`src/rtl/uart_arb_pkg.sv`:
```
// Shared types and constants for the UART transmit arbiter.
package uart_arb_pkg;

    localparam int unsigned BYTE_W            = 8;
    localparam int unsigned STALL_MAX_DEFAULT = 1024;

    typedef enum logic [0:0] {
        StIdle,
        StXfer
    } arb_state_e;

    // Round-robin pointer after 'owner' releases the UART. With skip_zero, requester 0 sits
    // outside the rotation: the pointer never lands on 0 and a packet from 0 leaves it alone.
    function automatic int unsigned next_rr_ptr(int unsigned owner, int unsigned cur_ptr,
                                                int unsigned n_req, bit skip_zero);
        int unsigned nxt;
        if (skip_zero && owner == 0) begin
            return cur_ptr;
        end
        nxt = (owner + 1) % n_req;
        if (skip_zero && nxt == 0) begin
            nxt = 1;
        end
        return nxt;
    endfunction

endpackage

```
`src/rtl/rr_pick.sv`:
```
// Rotate-priority encoder: index of the first set request at or after ptr_i, wrapping.
module rr_pick
    import uart_arb_pkg::*;
#(
    parameter int unsigned N    = 4,
    parameter int unsigned IdxW = $clog2(N)
) (
    input  logic [N-1:0]    req_i,
    input  logic [IdxW-1:0] ptr_i,
    output logic [IdxW-1:0] idx_o,
    output logic            found_o
);

    // Scan offsets 0..N-1 from the pointer; the first hit wins.
    always_comb begin
        int unsigned j;
        j       = 0;
        idx_o   = '0;
        found_o = 1'b0;
        for (int unsigned k = 0; k < N; k++) begin
            j = (32'(ptr_i) + k) % N;
            if (!found_o && req_i[IdxW'(j)]) begin
                found_o = 1'b1;
                idx_o   = IdxW'(j);
            end
        end
    end

endmodule

```
`src/rtl/uart_tx_arbiter.sv`:
```
// Packet-granular round-robin arbiter sharing one UART transmitter among N_REQ requesters,
// with a watchdog that releases an owner stalled mid-packet.
// Optional build macro UART_TX_ARB_PRIO0_EN: requester 0 becomes strict priority and the
// round-robin rotation covers only requesters 1..N_REQ-1.
module uart_tx_arbiter
    import uart_arb_pkg::*;
#(
    parameter int unsigned N_REQ     = 4,
    parameter int unsigned STALL_MAX = STALL_MAX_DEFAULT
) (
    input  logic                      clk_i,
    input  logic                      rst_i,
    input  logic [N_REQ-1:0]          req_valid_i,
    input  logic [BYTE_W*N_REQ-1:0]   req_data_i,
    input  logic [N_REQ-1:0]          req_last_i,
    output logic [N_REQ-1:0]          req_ready_o,
    output logic                      tx_valid_o,
    output logic [BYTE_W-1:0]         tx_data_o,
    input  logic                      tx_ready_i,
    output logic [$clog2(N_REQ)-1:0]  grant_id_o,
    output logic                      busy_o,
    output logic                      abort_o
);

    localparam int unsigned IdxW = $clog2(N_REQ);
    localparam int unsigned CntW = (STALL_MAX > 1) ? $clog2(STALL_MAX) : 1;
    localparam logic [CntW-1:0] StallLast = CntW'(STALL_MAX - 1);

`ifdef UART_TX_ARB_PRIO0_EN
    localparam bit SkipZero = 1'b1;
`else
    localparam bit SkipZero = 1'b0;
`endif

    arb_state_e      state_q, state_d;
    logic [IdxW-1:0] rr_ptr_q, rr_ptr_d;
    logic [IdxW-1:0] grant_q, grant_d;
    logic [CntW-1:0] stall_q, stall_d;
    logic            abort_q, abort_d;

    logic [N_REQ-1:0]  pick_req;
    logic [IdxW-1:0]   pick_idx;
    logic              pick_found;
    logic [IdxW-1:0]   win_idx;
    logic              win_found;

    logic [N_REQ-1:0]  own_sel;
    logic              own_valid;
    logic              own_last;
    logic [BYTE_W-1:0] own_data;
    logic [IdxW-1:0]   ptr_after;

`ifdef UART_TX_ARB_PRIO0_EN
    // Requester 0 is handled outside the rotation.
    assign pick_req = {req_valid_i[N_REQ-1:1], 1'b0};
`else
    assign pick_req = req_valid_i;
`endif

    rr_pick #(
        .N    (N_REQ),
        .IdxW (IdxW)
    ) u_rr_pick (
        .req_i   (pick_req),
        .ptr_i   (rr_ptr_q),
        .idx_o   (pick_idx),
        .found_o (pick_found)
    );

    // Arbitration winner, with the optional strict-priority override for requester 0.
    always_comb begin
        win_idx   = pick_idx;
        win_found = pick_found;
`ifdef UART_TX_ARB_PRIO0_EN
        if (req_valid_i[0]) begin
            win_idx   = '0;
            win_found = 1'b1;
        end
`endif
    end

    // Select the current owner's request lines; a mux loop keeps indices in range.
    always_comb begin
        own_sel   = '0;
        own_valid = 1'b0;
        own_last  = 1'b0;
        own_data  = '0;
        for (int unsigned i = 0; i < N_REQ; i++) begin
            if (grant_q == IdxW'(i)) begin
                own_sel[i] = 1'b1;
                own_valid  = req_valid_i[i];
                own_last   = req_last_i[i];
                own_data   = req_data_i[i*BYTE_W +: BYTE_W];
            end
        end
    end

    assign ptr_after = IdxW'(next_rr_ptr(32'(grant_q), 32'(rr_ptr_q), N_REQ, SkipZero));

    // Next-state logic and handshake muxing.
    always_comb begin
        state_d     = state_q;
        rr_ptr_d    = rr_ptr_q;
        grant_d     = grant_q;
        stall_d     = stall_q;
        abort_d     = 1'b0;
        tx_valid_o  = 1'b0;
        tx_data_o   = '0;
        req_ready_o = '0;

        unique case (state_q)
            StIdle: begin
                stall_d = '0;
                if (win_found) begin
                    grant_d = win_idx;
                    state_d = StXfer;
                end
            end
            StXfer: begin
                tx_valid_o  = own_valid;
                tx_data_o   = own_data;
                req_ready_o = own_sel & {N_REQ{tx_ready_i}};
                if (own_valid) begin
                    // A present byte is not a stall even if the UART is back-pressuring.
                    stall_d = '0;
                    if (tx_ready_i && own_last) begin
                        rr_ptr_d = ptr_after;
                        state_d  = StIdle;
                    end
                end else if (stall_q == StallLast) begin
                    abort_d  = 1'b1;
                    stall_d  = '0;
                    rr_ptr_d = ptr_after;
                    state_d  = StIdle;
                end else begin
                    stall_d = stall_q + 1'b1;
                end
            end
            default: begin
                state_d = StIdle;
            end
        endcase
    end

    // State registers with synchronous reset.
    always_ff @(posedge clk_i) begin
        if (rst_i) begin
            state_q  <= StIdle;
            rr_ptr_q <= '0;
            grant_q  <= '0;
            stall_q  <= '0;
            abort_q  <= 1'b0;
        end else begin
            state_q  <= state_d;
            rr_ptr_q <= rr_ptr_d;
            grant_q  <= grant_d;
            stall_q  <= stall_d;
            abort_q  <= abort_d;
        end
    end

    assign busy_o     = (state_q == StXfer);
    assign grant_id_o = grant_q;
    assign abort_o    = abort_q;

endmodule

```
`config.mk`:
```
export PLATFORM = sky130hd
export DESIGN_NAME = uart_tx_arbiter
export DESIGN_NICKNAME = d
export VERILOG_FILES = /design/src/rtl/uart_arb_pkg.sv /design/src/rtl/rr_pick.sv /design/src/rtl/uart_tx_arbiter.sv
export SDC_FILE = /design/constraint.sdc
export NUM_CORES = 1
export LEC_CHECK = 0
export CELL_PAD_IN_SITES_DETAIL_PLACEMENT = 1
export CELL_PAD_IN_SITES_GLOBAL_PLACEMENT = 1
export CORE_MARGIN = 1
export CORE_UTILIZATION = 27
export CTS_CLUSTER_SIZE = 16
export DETAILED_ROUTE_END_ITERATION = 16
export GPL_TIMING_DRIVEN = 0
export PLACE_DENSITY_LB_ADDON = 0.1
export SLEW_MARGIN = 20
export SYNTH_ARGS = -nofsm -noshare
export SYNTH_HDL_FRONTEND = slang
export SYNTH_SLANG_ARGS = --single-unit
```
`constraint.sdc`:
```
create_clock -name clk_i -period 2.5 [get_ports clk_i]
set_input_delay 0.25 -clock clk_i [delete_from_list [all_inputs] [get_ports clk_i]]
set_output_delay 0.25 -clock clk_i [all_outputs]
set_load 0.05 [all_outputs]
```
# After elaboration in Yosys (flattened, before gate mapping)
# Index checks and enable logic that the tools add are counted.
# Widths: inputs -> output; s select.
word_totals:
  regBits: 16
  input_bits: 43
  out_inout_bits: 17
  word_cells: 80
op_classes:
  n_addsub: 5
  n_lt_le_gt_ge: 4
  n_eq_ne: 5
  muxes: 47
  bitwise: 2
  reduce_logical: 12
op_table:
  columns: ["operator", "count"]
  rows:
  - ["$mux 8", 5]
  - ["$mux 1", 26]
  - ["$mux 10", 2]
  - ["$pmux 10 s2", 1]
  - ["$mux 2", 7]
  - ["$lt 2x3->1 const B", 4]
  - ["$add 10x1->10 const B", 1]
  - ["$eq 10x10->1 const B", 1]
  - ["$bmux 1 s2", 4]
  - ["$add 2x1->2 const B", 2]
  - ["$add 2x2->2 const B", 2]
  - ["$and 4x4->4", 1]
  - ["$eq 2x2->1 const B", 2]
  - ["$logic_and 1x1->1", 4]
  - ["$mux 4", 1]
  - ["$logic_not 1->1", 3]
  - ["$reduce_and 3->1", 1]
  - ["$reduce_or 3->1", 1]
  - ["$eq 2x1->1 const B", 1]
  - ["$logic_not 2->1", 1]
  - ["$ne 2x1->1 const B", 1]
  - ["$pmux 1 s2", 1]
  - ["$reduce_and 2->1", 1]
  - ["$reduce_bool 2->1", 1]
  - ["$not 1->1", 1]

# Depth between registers and ports, before layout
# Gate-level depths: netlist of run 1.
logic_depth:
  word_depth: 14
  depth_mapped: 8
  depth_no_buf: 7

# Hierarchy
# A second synthesis of run 1 with hierarchy kept.
unflattened:
  cells_unflattened: 157
  hier_area_um2: 1143.6
modules_own_cells:
  columns: ["mod", "instances", "cells_each", "area_per_inst_um2", "seq_area_each_um2"]
  rows:
  - ["uart_tx_arbiter", 1, 142, 1066.0, 320.3]
  - ["rr_pick", 1, 15, 77.6, 0.0]

# Worst setup path before layout of run 1
# Ideal clock, no wire load.
synth_path:
  kind: "flip-flop to output port"
  start: "register grant_q[0], in the netlist grant_id_o[0]"
  end: "output port tx_data_o[6]"
  t_arrival_ps: 2452
  path_slack_ps: -202
  stages_incl_launch_ff: 9
  path_cell_list: "dfxtp_1 inv_1 ha_1 clkbuf_1 clkbuf_1 nor2b_1 nor3_1 a21oi_1 nor2b_1"
synth_between:
  elab_chain_len: 6
  elab_cells_between_ends: 9
  classes_between: "eq/ne: 3; mux: 5; reduce/logical: 1"
synth_lines:
  columns: ["element", "line", "source"]
  rows:
  - ["from (decl)", "uart_tx_arbiter.sv:37", "logic [IdxW-1:0] grant_q, grant_d;"]
  - ["from (signal assigned)", "uart_tx_arbiter.sv:156", "grant_q <= grant_d;"]
  - ["$logic_not 2->1", null, null]
  - ["$mux 8 (3 in a row)", "uart_tx_arbiter.sv:89", "if (grant_q == IdxW'(i)) begin"]
  - ["$mux 8 *", "uart_tx_arbiter.sv:89", null]
  - ["$mux 8 *", "uart_tx_arbiter.sv:111", "unique case (state_q)"]
  - ["to (decl)", "uart_tx_arbiter.sv:18", "output logic [BYTE_W-1:0] tx_data_o,"]
# Every way passes the cells marked *; elsewhere a longest branch is shown, timed or not.

# Worst setup path in the final report of run 1
layout_path:
  start: "register grant_q[0], in the netlist grant_id_o[0]"
  end: "output port tx_data_o[5]"
# The elaborated chain is that of the path after synthesis.

==> out/summary.md, run 1 <==
Of all nets on the critical path, the largest fanout is 10. The maximum number of pins on one net before global-route repair came out at 11. The run gives 0.647 as the relative slew slack.

Clock skew on the completed layout was measured at 3.70 ps. The hold violation total from the final report was 0. The post-synthesis sequential element count works out to 16. The number of antenna diodes was 0; the initial antenna violation count was 0. At the worst endpoint, the required time is 2250 ps. The slew at the pin closest to its max-slew limit works out to 529 ps. In this run the register-to-register setup slack is 400 ps. The proportion of netlist area held by the largest area contributor works out to 0.270. In the layout the commonest cells are 46 x sky130_fd_sc_hd__clkdlybuf4s50_1, 18 x sky130_fd_sc_hd__nor2_1, 15 x sky130_fd_sc_hd__dfxtp_1.

Broken down by cell family, the worst path's largest delay share belongs to buffers and inverters. STA classifies the critical path endpoint as an output pin. TritonCTS built the clock tree. After synthesis, the largest family of logic cells by area is simple AND/OR/NAND/NOR gates.

Most numerous cell on the critical path: sky130_fd_sc_hd__buf_2. Clock-pin slew was measured on the worst setup and hold paths at 60 ps. VDD sags by at most 0.000353 V. In this run, the number of DRC markers left after iteration 0 of detailed routing was 33. The tools report the timing startpoint of the critical path as grant_id_o[0].

The count of final setup violators is 0. The tree is rooted in a sky130_fd_sc_hd__clkbuf_8. For the residual overflow from global routing, the log shows 0.

In the routed layout, each cell is associated on average with a via count of 5.03. The flow ran to the end, and the final reports show no timing, DRC or antenna violations. The xor/xnor share of the synthesized area was 0.0591. After floorplanning, the core was divided into 23 placement rows. Input and output buffers added on the ports amount to 59. The data arrival time of the critical path is 2120 ps, and the die span in y is 68.2 um.

In the final routed layout, each cell accounts on average for 16.5 um. For the wire length of the first global-routing pass, the log shows 6.92 mm. STA classifies the critical path startpoint as a flop.

The tools report the global-route usage over all layers as 0.204. The clock sink count is 16. In the synthesized netlist the dominant register cell turns out to be sky130_fd_sc_hd__dfxtp_1.

The critical path's largest stage delay was 380 ps. The tools report the total wire length after detailed routing as 4.42 mm. End point of the critical path: tx_data_o[5]. The initial cell density of the core was 0.288; the number of max-slew violations in the final report was 0.

The adder and majority cell fraction of the synthesized area is 0.0528. Ranked by total cell area, the synthesized netlist is headed by sky130_fd_sc_hd__dfxtp_1 27%, sky130_fd_sc_hd__nor2b_1 10%, sky130_fd_sc_hd__a221oi_1 5.9%, sky130_fd_sc_hd__nor2_1 5.7%, sky130_fd_sc_hd__a21oi_1 5.5%. Leaving out fill and tap cells, the most frequent cell in the layout is sky130_fd_sc_hd__clkdlybuf4s50_1.

On the critical path, the stage with the largest delay is an instance of sky130_fd_sc_hd__dfxtp_2. The type of the most critical hold path is reg2reg. Summed over all cells, the static leakage comes to 0.743 nW. The logs give 1 for the level count of the clock H-tree and 0.668 for the global placement routability congestion.

The multiplexer share of the synthesized area was 0.0264; the number of enable-type register cells in the synthesized netlist was 0. The largest buffer count on any clock path is 2, and the number of detailed-routing iterations run before antenna repair is 4. The overall power was 0.000956 W; the number of warning messages in the yosys log was 0. The fraction of final layout cells sized beyond drive strength 1 came out at 0.184. The via count of the first global-routing pass is 1479, and the number of clock buffers inserted by TritonCTS is 3. The tools report the post-synthesis net count as 202.

After synthesis, the netlist uses 35 different library cells. The detail route stage leaves a number of antenna-violating nets equal to 0. The die covers 4660 sq um.

The biggest area contributor in the post-synthesis netlist is sky130_fd_sc_hd__dfxtp_1. For the post-CTS setup-driven buffer insertion count, the log shows 0. The simple-gate portion of the synthesized area works out to 0.333. The total DRC errors in the routed layout was 0. The end-of-flow core utilization is 0.468. The share of the clock period used by the worst path after layout is 0.948. In this run the number of cells on the critical path is 9.

Max-cap violations in this run came to 0. The proportion of synthesized flip-flops having asynchronous set or reset is 0. At the end of the flow, the number of nets in the layout was 266. The worst path needs 2370 ps of the cycle, external delays included. The sequential cell area fraction in the yosys report is 0.270, and the area growth from synthesis to layout is 62.6%. The cell depth of the worst min-delay path came out at 1. For the insertion delay of the later-clocked pin in the worst-skew pair, the log shows 250 ps.

60 I/O pins were placed. After synthesis, the mean cell area works out to 7.69 sq um. The area inside the core boundary was 4120 sq um. Setup repair after global routing could not meet its margin everywhere.

Kind of critical path: reg2out. In this run the critical register-to-register path is captured at rr_ptr_q[0]. The buffer and inverter count on the worst path came out at 4.

The power density of the placed cells was 496 nW/um^2; the maximum operating frequency was 422 MHz. The signal on the critical path passes through inv_1, ha_1, buf_2, clkbuf_4, a221oi_1, nor3_1, a21oi_1, nor2b_2, buf_2. The die is 68.2 um wide.

The compound-cell area share of the yosys netlist works out to 0.191. The synthesized cell area was 1180 sq um; the number of instances in the synthesized netlist was 154. Counting cells, the worst reg-to-reg path comes to 8. The startpoint of the lowest-slack register-to-register path is grant_id_o[1]. The routed layout has 1344 vias.

The wire-length estimate of the detail-placed layout is 3.53 mm.
repair_timing:
action / 4_1_cts / 5_1_grt
hold buffers: 0 / 0
resized for setup: 50 / 18
pin swaps: 0 / 0
endpoints found under the setup margin: 12 / 11
synthesized netlist by cell type (2+ instances only):
cell type                  number
sky130_fd_sc_hd__a21oi_1       13
sky130_fd_sc_hd__a221oi_1       8
sky130_fd_sc_hd__and3_1         4
sky130_fd_sc_hd__buf_6          2
sky130_fd_sc_hd__clkbuf_1       6
sky130_fd_sc_hd__dfxtp_1       16
sky130_fd_sc_hd__ha_1           5
sky130_fd_sc_hd__inv_1          8
sky130_fd_sc_hd__mux2i_1        2
sky130_fd_sc_hd__nand2_1        3
sky130_fd_sc_hd__nand2b_1       3
sky130_fd_sc_hd__nand3_1        5
sky130_fd_sc_hd__nand4_1        2
sky130_fd_sc_hd__nor2_1        18
sky130_fd_sc_hd__nor2b_1       19
sky130_fd_sc_hd__nor3_1        11
sky130_fd_sc_hd__nor3b_1        2
sky130_fd_sc_hd__o211ai_1       2
sky130_fd_sc_hd__o21ai_0        3
sky130_fd_sc_hd__xnor2_1        6
sky130_fd_sc_hd__xor2_1         2
cells by family after synthesis:
logic type / after synthesis
compound gates: 32
xor+xnor: 8
fa+ha+maj: 5
buf+inv: 17
mux: 3
flops: 16
simple gates: 73
flip-flops by register name (all words and copies together), names as in the netlist:
register,flops
rr_ptr_q,2
abort_o,1
grant_id_o,2
stall_q,10
busy_o,1
worst min path at each step:
stage	startpoint	endpoint	slack (ps)
final	stall_q[0]	stall_q[0]	480
after detailed placement	stall_q[0]	stall_q[0]	470
after CTS	stall_q[0]	stall_q[0]	490
after floorplan	rst_i	grant_id_o[0]	320
after global placement	stall_q[0]	stall_q[0]	450
after global routing	stall_q[0]	stall_q[0]	500
per-stage QoR:
stage	instance area, sq um	worst slack (ps)	std cells	TNS (ps)	hold slack, ps
6_report	1930	129	267	0	479
4_1_cts	1880	13.1	267	0	489
3_3_place_gp	1860	-457	263	-3400	446
3_5_place_dp	1860	-543	263	-4060	472
2_1_floorplan	1200	42.5	154	0	319
5_1_grt	1930	-65.2	267	-79.6	504
worst register-to-register path, delay by kind of cell (launching register included):
kind	cells	cell delay, ps
AO/OA/AOI/OAI	3	670
flip-flops	1	400
multiplexers	1	310
buffers and inverters	2	300
adder cells (fa/ha/maj)	1	240
AND/OR/NAND/NOR	1	70
routing by layer:
layer	share of wire	global-route usage	wire length, um
met5	0	0	0
met4	0.0023	0.0234	10
met3	0.059	0.0533	262
met2	0.52	0.395	2310
met1	0.42	0.223	1840
cell type report:
| type | count | area [sq um] |
|---|---|---|
| Buffer | 9 | 57.6 |
| Clock buffer | 4 | 55.1 |
| Fill cell | 515 | 2190 |
| Inverter | 8 | 30.0 |
| Multi-Input combinational cell | 121 | 840 |
| Sequential cell | 16 | 322 |
| Tap cell | 50 | 62.6 |
| Timing Repair Buffer | 59 | 561 |
where the power goes:
group	total [W]	internal, W	switching (W)
combinational	0.000449	0.000192	0.000258
sequential	0.000278	0.000266	0.0000115
clock	0.000229	0.000140	0.0000899
No activity file was read; power rests on OpenSTA's default activity.
==> inputs of run 2 (changes only) <==
CORE_ASPECT_RATIO = 2   (was default)
==> run 2 against run 1 <==
Critical path depth decreased by 3. Largest power group unchanged. Global-route usage shrank 2.6 points. Highest routed layer unchanged. Critical path type unchanged. Via count rose by 3.1%. Largest cell class unchanged. Cell count is 0.75% higher.
==> out/summary.md, run 2 (synthesis gave the netlist of run 1 again) <==
The flow ran to the end, and the final reports show no timing, DRC or antenna violations. TritonCTS built the clock tree. Detailed placement finished with a half-perimeter wire length of 3.16 mm. Hold violation total from the final report: 0. The number of antenna diodes was 0; the filler cell count in the final layout was 516. The level count of the clock H-tree came out at 1. Row generation in the floorplan step produced 33 rows. The total wire length after detailed routing was 4.00 mm; the largest buffer count on any clock path was 2. The net total in the final layout is 266, and the insertion delay of the later-clocked pin in the worst-skew pair is 250 ps. The clock drives 16 sinks. The number of detailed-routing iterations run before antenna repair is 4. STA classifies the critical path startpoint as a flop. The library cells used most frequently in the layout, excluding fill and tap cells, are 46 x sky130_fd_sc_hd__clkdlybuf4s50_1, 18 x sky130_fd_sc_hd__nor2_1, 15 x sky130_fd_sc_hd__dfxtp_1.

The smallest setup slack after layout was 145 ps. The floorplan step defined a die boundary enclosing 4670 sq um. Walking the worst path, the cells encountered are inv_1, ha_1, nand3b_1, a221oi_2, and2_2, clkdlybuf4s15_2. The global-route usage over all layers was 0.177. The leading cell type in the layout, fill and taps excluded was sky130_fd_sc_hd__clkdlybuf4s50_1.

The logs give 0.593 for the relative slew slack and 17 for the number of design-rule violations left by the first detailed-router iteration. The largest fanout of any net on the critical path was 5; the area growth from synthesis to layout was 59.2%. The port buffer count is 59, and the wire length of the first global-routing pass is 6.60 mm.

Summed over all layers, the global routing overflow is 0. Counting both buffers and inverters, the worst setup path holds a total of 2. Between clock sinks in the finished design, the worst skew comes to 2.49 ps. The initial cell density of the core was 0.284; the area inside the core boundary was 4170 sq um. For this design the static power due to leakage is 0.734 nW. The register with the most flip-flops in the layout has 10 of them. The global placement routability congestion came out at 0.725. Timing would allow up to 425 MHz. The initial antenna violation count was 0.

The maximum number of pins on one net before global-route repair was 11. Setup repair after global routing left no endpoint under its margin. The top register by number of flip-flops was stall_q. For the pin with the worst max-slew slack, the measured transition is 605 ps. The fraction of final layout cells sized beyond drive strength 1 is 0.166, and the critical path's largest stage delay is 400 ps. In this run the vertical extent of the chip is 95.7 um. The via count of the first global-routing pass came out at 1471. The worst setup path is captured at an output pin.

The logs give 430 ps for the setup slack on the worst flop-to-flop path and 0 for the number of routed nets with antenna violations. The width of the die is 48.8 um, and the aggregate negative setup slack is 0 ps. The run gives 0 as the quantity of hold-fixing buffers added after cts. Kind of critical path: reg2out. Setup violations remaining at the end of the flow were counted as 0. At the placement stage, the worst setup path has a slack of -459 ps. Clock tree synthesis selected as its root buffer the cell sky130_fd_sc_hd__clkbuf_8.

Top cell family by delay on the critical path: buffers and inverters. The type of the most critical hold path was reg2reg. Detailed routing inserted a total of 1385 vias.

The logs give 2110 ps for the data arrival time of the critical path and 2250 ps for the required time of the critical path. The worst hold slack is 462 ps, and the number of clock buffers inserted by TritonCTS is 3. The mean routed wirelength per cell works out to 14.9 um. Post-layout minimum cycle time: 2360 ps.

The post-detailed-route via-to-cell ratio works out to 5.15. The power density of the placed cells is 495 nW/um^2, and the share of the clock period used by the worst path after layout is 0.942. The clock transition at the register clock pins on the worst setup and hold paths after CTS came out at 60 ps. The number of max-cap violations is 0, and the number of max-slew violations in the final report is 0. The tools report the worst supply voltage drop on vdd as 0.000492 V. 60 I/O pins were placed. Total DRC errors in the routed layout: 0. Among all stages on the critical path, the largest delay is contributed by sky130_fd_sc_hd__dfxtp_1.
-- run 2: cell count changes in the layout (fill, tap and decap cells not counted), moves of 2 or more --
cell                       before  now
sky130_fd_sc_hd__a221oi_1       5    8
sky130_fd_sc_hd__a221oi_2       3    1
sky130_fd_sc_hd__clkbuf_2       1    3
sky130_fd_sc_hd__clkbuf_4       3    1
-- run 2: worst paths after layout --
kind,to,depth (start not counted),from
max,tx_valid_o,6,grant_id_o[1]
min reg2reg,stall_q[0],1,stall_q[0]
max reg2reg,rr_ptr_q[0],8,grant_id_o[1]
min,stall_q[0],1,stall_q[0]
-- run 2: repair_timing --
item | in CTS | in global routing
setup buffers | 0 | 0
pin swaps | 0 | 0
endpoints found under the setup margin | 12 | 6
resized for setup | 48 | 9
cloned | 0 | 0
-- run 2: cell type report --
| type | instances | area, sq um | area share |
|---|---|---|---|
| Buffer | 9 | 55.1 | 0.0292 |
| Clock buffer | 4 | 55.1 | 0.0292 |
| Inverter | 8 | 30.0 | 0.0159 |
| Multi-Input combinational cell | 121 | 805 | 0.426 |
| Sequential cell | 16 | 322 | 0.170 |
| Tap cell | 52 | 65.1 | 0.0345 |
| Timing Repair Buffer | 59 | 556 | 0.294 |
-- run 2: layer usage --
layer	GRT usage	share of wire
met5	0	0
met2	0.372	0.54
met4	0.0368	0.0073
met3	0.0287	0.054
met1	0.175	0.40
-- run 2: metrics by stage --
| step | util | area, sq um | total power (W) | instances |
|---|---|---|---|---|
| final | 0.452 | 1890 | 0.000934 | 269 |
| after global placement | 0.446 | 1860 | 0.000718 | 265 |
| after detailed placement | 0.446 | 1860 | 0.000728 | 265 |
| after CTS | 0.454 | 1890 | 0.000946 | 269 |
| after floorplan | - | 1200 | 0.000557 | 154 |
| after global routing | 0.452 | 1890 | 0.000979 | 269 |
-- run 2: power by group --
group,switching [W],internal [W]
registers,0.0000106,0.000266
logic,0.000246,0.000181
clock network,0.0000898,0.000140
-- run 2: worst reg2reg max path, cell delays in order (launching register included) --
cell	delay, ps
sky130_fd_sc_hd__dfxtp_1	400
sky130_fd_sc_hd__inv_1	90
sky130_fd_sc_hd__ha_1	230
sky130_fd_sc_hd__buf_2	210
sky130_fd_sc_hd__a211o_1	270
sky130_fd_sc_hd__a21oi_1	120
sky130_fd_sc_hd__nor3_1	60
sky130_fd_sc_hd__o22a_2	270
sky130_fd_sc_hd__mux2_1	310
